$ cat config.mk
export PLATFORM = sky130hd
export DESIGN_NAME = ks10_mem_ctrl
export DESIGN_NICKNAME = d
export VERILOG_FILES = /design/src/rtl/ks10_mem_pkg.sv /design/src/rtl/ks10_mem_lat.sv /design/src/rtl/ks10_mem_ctrl.sv
export SDC_FILE = /design/constraint.sdc
export NUM_CORES = 1
export LEC_CHECK = 0
export ABC_CLOCK_PERIOD_IN_PS = 7380
export CELL_PAD_IN_SITES_DETAIL_PLACEMENT = 1
export CELL_PAD_IN_SITES_GLOBAL_PLACEMENT = 2
export CORE_MARGIN = 1
export CORE_UTILIZATION = 27
export CTS_BUF_LIST = sky130_fd_sc_hd__clkbuf_16
export DETAILED_ROUTE_END_ITERATION = 6
export GPL_ROUTABILITY_DRIVEN = 0
export PLACE_DENSITY_LB_ADDON = 0.1
export SLEW_MARGIN = 20
export SYNTH_ARGS = -nofsm -noshare
export SYNTH_HDL_FRONTEND = slang
export SYNTH_SLANG_ARGS = --single-unit
$ cat constraint.sdc
create_clock -name clk -period 7.38 [get_ports clk]
set_clock_uncertainty 0.1 [all_clocks]
set_input_delay 2.214 -clock clk [delete_from_list [all_inputs] [get_ports clk]]
set_output_delay 2.214 -clock clk [all_outputs]
set_load 0.05 [all_outputs]
$ cat src/rtl/ks10_mem_pkg.sv
// ----------------------------------------------------------------------------
// ks10_mem_pkg: shared state encoding, address-word bit positions and defaults.
// Rev 1.0
// ----------------------------------------------------------------------------
`default_nettype none

package ks10_mem_pkg;

  typedef enum logic [2:0] {
    IDLE  = 3'd0,
    RD    = 3'd1,
    WR    = 3'd2,
    SWPWR = 3'd3,
    ACK   = 3'd4,
    DONE  = 3'd5
  } state_e;

  // KS10 numbering: bit 0 is the MSB of the 36-bit word.
  localparam int BIT_READ     = 3;
  localparam int BIT_WRITE    = 5;
  localparam int BIT_IO       = 10;
  localparam int ADDR_LSB     = 14;
  localparam int ADDR_FIELD_W = 36 - ADDR_LSB;

  localparam int DEF_ADDR_WIDTH = 19;
  localparam int DEF_MEM_SIZE   = 2 ** 19;
  localparam int DEF_RD_LAT     = 2;

endpackage

`default_nettype wire

$ cat src/rtl/ks10_mem_lat.sv
// ----------------------------------------------------------------------------
// ks10_mem_lat: loadable 2-bit down-counter; done strobes when RD_LAT expires.
// Rev 1.0
// ----------------------------------------------------------------------------
`default_nettype none

module ks10_mem_lat #(
  parameter int RD_LAT = 2
) (
  input  logic clk,
  input  logic rst,
  input  logic load,
  input  logic en,
  output logic done
);

  localparam logic [1:0] LAT_M1 = 2'(RD_LAT - 1);

  logic [1:0] cnt_q;
  logic [1:0] cnt_d;

  always_comb begin
    cnt_d = cnt_q;
    if (load) begin
      cnt_d = LAT_M1;
    end else if (en && (cnt_q != 2'd0)) begin
      cnt_d = cnt_q - 2'd1;
    end
  end

  assign done = en && (cnt_q == 2'd0);

  always_ff @(posedge clk or posedge rst) begin
    if (rst) begin
      cnt_q <= 2'd0;
    end else begin
      cnt_q <= cnt_d;
    end
  end

endmodule

`default_nettype wire

$ cat src/rtl/ks10_mem_ctrl.sv
// ----------------------------------------------------------------------------
// ks10_mem_ctrl: KS10 main-memory controller (read, write, swap) for 36-bit SRAM.
// Rev 1.0. Define KS10_MEM_NXM_EN to refuse word addresses >= MEM_SIZE.
// ----------------------------------------------------------------------------
`default_nettype none

module ks10_mem_ctrl
  import ks10_mem_pkg::*;
#(
  parameter int ADDR_WIDTH = DEF_ADDR_WIDTH,
  parameter int MEM_SIZE   = DEF_MEM_SIZE,
  parameter int RD_LAT     = DEF_RD_LAT
) (
  input  logic                  clk,
  input  logic                  rst,
  input  logic                  memREQI,
  output logic                  memACKO,
  input  logic [0:35]           busADDRI,
  input  logic [0:35]           busDATAI,
  output logic [0:35]           memDATAO,
  output logic [ADDR_WIDTH-1:0] ssramADDR,
  output logic [0:35]           ssramDOUT,
  input  logic [0:35]           ssramDIN,
  output logic                  ssramCE,
  output logic                  ssramWE
);

  state_e                  state_q, state_d;
  logic                    ack_q, ack_d;
  logic                    ce_q, ce_d;
  logic                    we_q, we_d;
  logic                    swap_q, swap_d;
  logic [ADDR_WIDTH-1:0]   addr_q, addr_d;
  logic [0:35]             dout_q, dout_d;
  logic [0:35]             data_q, data_d;

  logic                    w_rd;
  logic                    w_wr;
  logic                    w_io;
  logic                    w_in_range;
  logic                    w_accept;
  logic                    w_lat_load;
  logic                    w_lat_en;
  logic                    w_lat_done;
  logic                    w_unused;
  logic [ADDR_FIELD_W-1:0] w_field;
  logic [ADDR_WIDTH-1:0]   w_addr;

  assign w_rd    = busADDRI[BIT_READ];
  assign w_wr    = busADDRI[BIT_WRITE];
  assign w_io    = busADDRI[BIT_IO];
  assign w_field = busADDRI[ADDR_LSB:35];
  assign w_addr  = w_field[ADDR_WIDTH-1:0];

`ifdef KS10_MEM_NXM_EN
  assign w_in_range = ({1'b0, w_addr} < (ADDR_WIDTH + 1)'(MEM_SIZE));
`else
  assign w_in_range = 1'b1;
`endif

  // Flag bits other than READ/WRITE/IO and high address bits are not decoded.
  assign w_unused = ^{busADDRI, MEM_SIZE[0]};

  assign w_accept = memREQI && !w_io && (w_rd || w_wr) && w_in_range;

  ks10_mem_lat #(
    .RD_LAT (RD_LAT)
  ) u_lat (
    .clk  (clk),
    .rst  (rst),
    .load (w_lat_load),
    .en   (w_lat_en),
    .done (w_lat_done)
  );

  always_comb begin
    state_d    = state_q;
    ack_d      = 1'b0;
    ce_d       = 1'b0;
    we_d       = 1'b0;
    swap_d     = swap_q;
    addr_d     = addr_q;
    dout_d     = dout_q;
    data_d     = data_q;
    w_lat_load = 1'b0;
    w_lat_en   = 1'b0;

    case (state_q)
      IDLE: begin
        if (w_accept) begin
          addr_d     = w_addr;
          dout_d     = busDATAI;
          swap_d     = w_rd && w_wr;
          w_lat_load = 1'b1;
          ce_d       = 1'b1;
          if (w_rd) begin
            state_d = RD;
          end else begin
            // Write acks in the same clock the SRAM commits it.
            we_d    = 1'b1;
            ack_d   = 1'b1;
            state_d = WR;
          end
        end
      end
      RD: begin
        w_lat_en = 1'b1;
        if (!memREQI) begin
          state_d = IDLE;
        end else if (w_lat_done) begin
          data_d  = ssramDIN;
          ack_d   = 1'b1;
          state_d = ACK;
        end else begin
          ce_d = 1'b1;
        end
      end
      ACK: begin
        if (swap_q) begin
          ce_d    = 1'b1;
          we_d    = 1'b1;
          state_d = SWPWR;
        end else begin
          state_d = DONE;
        end
      end
      WR, SWPWR: begin
        state_d = DONE;
      end
      DONE: begin
        state_d = IDLE;
      end
      default: begin
        state_d = IDLE;
      end
    endcase
  end

  always_ff @(posedge clk or posedge rst) begin
    if (rst) begin
      state_q <= IDLE;
      ack_q   <= 1'b0;
      ce_q    <= 1'b0;
      we_q    <= 1'b0;
      swap_q  <= 1'b0;
      addr_q  <= '0;
      dout_q  <= '0;
      data_q  <= '0;
    end else begin
      state_q <= state_d;
      ack_q   <= ack_d;
      ce_q    <= ce_d;
      we_q    <= we_d;
      swap_q  <= swap_d;
      addr_q  <= addr_d;
      dout_q  <= dout_d;
      data_q  <= data_d;
    end
  end

  assign memACKO   = ack_q;
  assign memDATAO  = data_q;
  assign ssramADDR = addr_q;
  assign ssramDOUT = dout_q;
  assign ssramCE   = ce_q;
  assign ssramWE   = we_q;

endmodule

`default_nettype wire

==> impl_metrics.ini <==
[outcome]
status = finished, final reports clean

[timing]
fmax_mhz = 216
tightest_slew_ns = 0.735
fin_crit_sh_pct = 62.9
rsz0062_at_grt = no
relSlewSlack_pct = 50.9
slew_viol_final = 0
setup_violations = 0
hold_violations = 0
min_period_ns = 4.64
fin_hold_ws_ns = 0.383
timing.setup.tns_ns = 0

[finish]
area_growth_pct = 60.0
final_net_count = 543
num_antenna_cells = 0
layout-drive-gt1-share_pct = 21.3
final_cell_area_um2 = 6150
fillCellCount = 1434
seqCellArea_um2 = 2500
multi_input_area_um2 = 1240

[placement]
io_buffers = 190
place_area_um2 = 5920
dp_hpwl_um = 6890

[grt]
antenna_found_initial = 0
grt_pass1_vias = 2965
use_met1_pct = 16.6
grt_pass1_wl_um = 15200
grt_overflow = 0
grt_use_met2_pct = 20.3
grt_max_degree = 55
use_met3_pct = 6.20
grt_usage_pct = 13.6
top_usage_layer = met2

[cts]
numClockSinks = 100
numCtsBuffers = 9
cts_max_path_buffers = 2
htree_levels = 3
cts_root_buffer = clkbuf_16
cts_resized = 0
cts.clk_slew.worst_paths_ns = 0.06
hold_buffers = 0
post_cts_buffers = 0
tritoncts = done
insertion_delay_ns = 0.34

[setup_path]
startpoint_type = input pin
path_common_cell = nor3b_4
cp.required_ns = 7.50
cp-end-kind = flop
path_class = in -> reg
crit_path_cell_trace = clkdlybuf4s50_1 -> nor3b_4 -> nor3b_4 -> buf_4 -> mux2_2
cpPeakStageDelay_ns = 0.68
cpMaxStageDelayCell = nor3b_4
crit_arrival_ns = 4.76
cp_max_fo = 46

[floorplan]
fp.dieW_um = 121
core_um2 = 13900
rows = 43
start_util_pct = 27.7
die-height_um = 121
die_area_um2 = 14700
ios = 205

[synthesis]
synth.largest_area_cell = dfrtp_1
yosysSeqAreaShare_pct = 65.0
avgSynthCellArea_um2 = 16.2
synth_edf_count = 0
syn-cell-area_um2 = 3850
postSynth.asyncResetShare_pct = 100
yosysMostFrequentCell = dfrtp_1
synth_ff_type = dfrtp_1
yosys_warnings = 0
synth.area.top_cells = dfrtp_1 65%, mux2_2 22%, mux2_1 5.0%, nor3b_4 0.98%, buf_6 0.88%
syn_inst = 237
synth_cell_types = 26
syn-num-nets = 349
netlist_top_cells_count = 100 x dfrtp_1, 74 x mux2_2, 17 x mux2_1
yosysTopAreaCellShare_pct = 65.0
ys_seq_elements = 100

[route]
drt-vias-per-instance = 4.43
drtIter0Drc = 51
drt_wl_total_um = 9530
drtPass1Iterations = 3
drc = 0
wl_per_cell_um = 15.6
vias = 2708
ant_nets = 0

[power_and_ir_drop]
vdd_ir_drop_max_mv = 0.212
power_leakage_uw = 0.00256
powerDensity_nw_per_um2 = 522
total_power_uw = 3210

[hold_path]
worst_hold_path_type = reg -> reg

[job]
cap_violations = 0
==> critical path, delay by kind of cell <==
| kind | cells | cell delay (ns) |
|---|---|---|
| and+or+nand+nor | 2 | 0.96 |
| muxes | 1 | 0.40 |
| buffers and inverters | 2 | 1.15 |
==> final timing paths <==
path / start / to / slack, ns / cells past startpoint
setup / recovery: memREQI / ssramADDR[13]$_DFFE_PP0P_ / 2.74 / 5
hold / removal: ssramDOUT[22]$_DFFE_PP0P_ / ssramDOUT[22]$_DFFE_PP0P_ / 0.38 / 1
setup reg to reg: state_q[2]$_DFFE_PP0P_ / ssramADDR[13]$_DFFE_PP0P_ / 4.60 / 4
hold reg to reg: ssramDOUT[22]$_DFFE_PP0P_ / ssramDOUT[22]$_DFFE_PP0P_ / 0.38 / 1
max in group asynchronous: rst / memDATAO[25]$_DFFE_PP0P_ / 3.81 / 3
min in group asynchronous: rst / ssramADDR[3]$_DFFE_PP0P_ / 2.20 / 2
==> layout make-up <==
class                      count  share of cell area (%)
timing repair buffer         193                    31.3
multi-input combinational    120                    20.1
sequential                   100                    40.7
clock inverter                 2                   0.142
clock buffer                   9                    3.66
tap                          180                    3.66
inverter                       7                   0.468
==> placed cells by master, fill, tap and decap left out <==
cell type	netlist	layout
a31oi_1	1	1
nor4b_1	1	1
nor2_1	3	3
clkbuf_16	0	9
mux2_1	17	17
a41o_1	1	1
ha_1	1	1
a21oi_1	3	3
inv_1	7	7
a21o_1	1	1
dfrtp_1	100	100
a31o_2	1	1
o21a_1	1	1
nand3_1	2	2
a211oi_1	1	1
inv_4	0	1
o21ai_0	1	1
nand2_1	4	4
mux2_2	74	74
clkdlybuf4s50_1	0	190
clkinv_2	0	1
or2_1	1	1
nor3_4	1	1
o22ai_1	2	2
buf_4	4	3
o32ai_1	1	1
xnor2_1	1	1
nor3b_4	2	2
==> per-stage QoR <==
| step | cells | utilization [%] | setup slack, ns |
|---|---|---|---|
| 3_5_place_dp | 600 | 42.7 | 2.33 |
| 4_1_cts | 611 | 44.3 | 2.69 |
| 3_3_place_gp | 600 | 42.7 | 2.36 |
| 2_1_floorplan | 237 | - | 2.45 |
| 5_1_grt | 611 | 44.3 | 2.56 |
| 6_report | 611 | 44.3 | 2.74 |
==> routing by layer <==
| metal | up-vias | wire (um) |
|---|---|---|
| li1 | 1219 | - |
| met1 | 1353 | 4070 |
| met2 | 124 | 4200 |
| met3 | 12 | 1080 |
| met4 | 0 | 185 |
| met5 | - | 0 |
==> sequential cells by signal (all words and copies together), names as in the netlist <==
signal	flops
memACKO	1
memDATAO	36
ssramADDR	19
ssramCE	1
ssramDOUT	36
ssramWE	1
state_q	3
swap_q	1
u_lat.cnt_q	2
==> cell families (layout without fill, tap and decap cells) <==
family,count (synthesis),count (layout),synth area share [%]
AO/OA/AOI/OAI,13,13,2.31
XOR/XNOR,1,1,0.228
adder cells (fa/ha/maj),1,1,0.325
buffers and inverters,17,211,2.73
flip-flops,100,100,65.0
multiplexers,91,91,26.6
AND/OR/NAND/NOR,14,14,2.73
==> where the power goes <==
| part | switching, uW | internal (uW) | leakage [uW] |
|---|---|---|---|
| registers | 134 | 817 | 0.00122 |
| logic | 1180 | 681 | 0.00122 |
| clock network | 183 | 217 | 0.000120 |
| total | 1500 | 1720 | 0.00256 |
(Power assumes the default switching activity.)
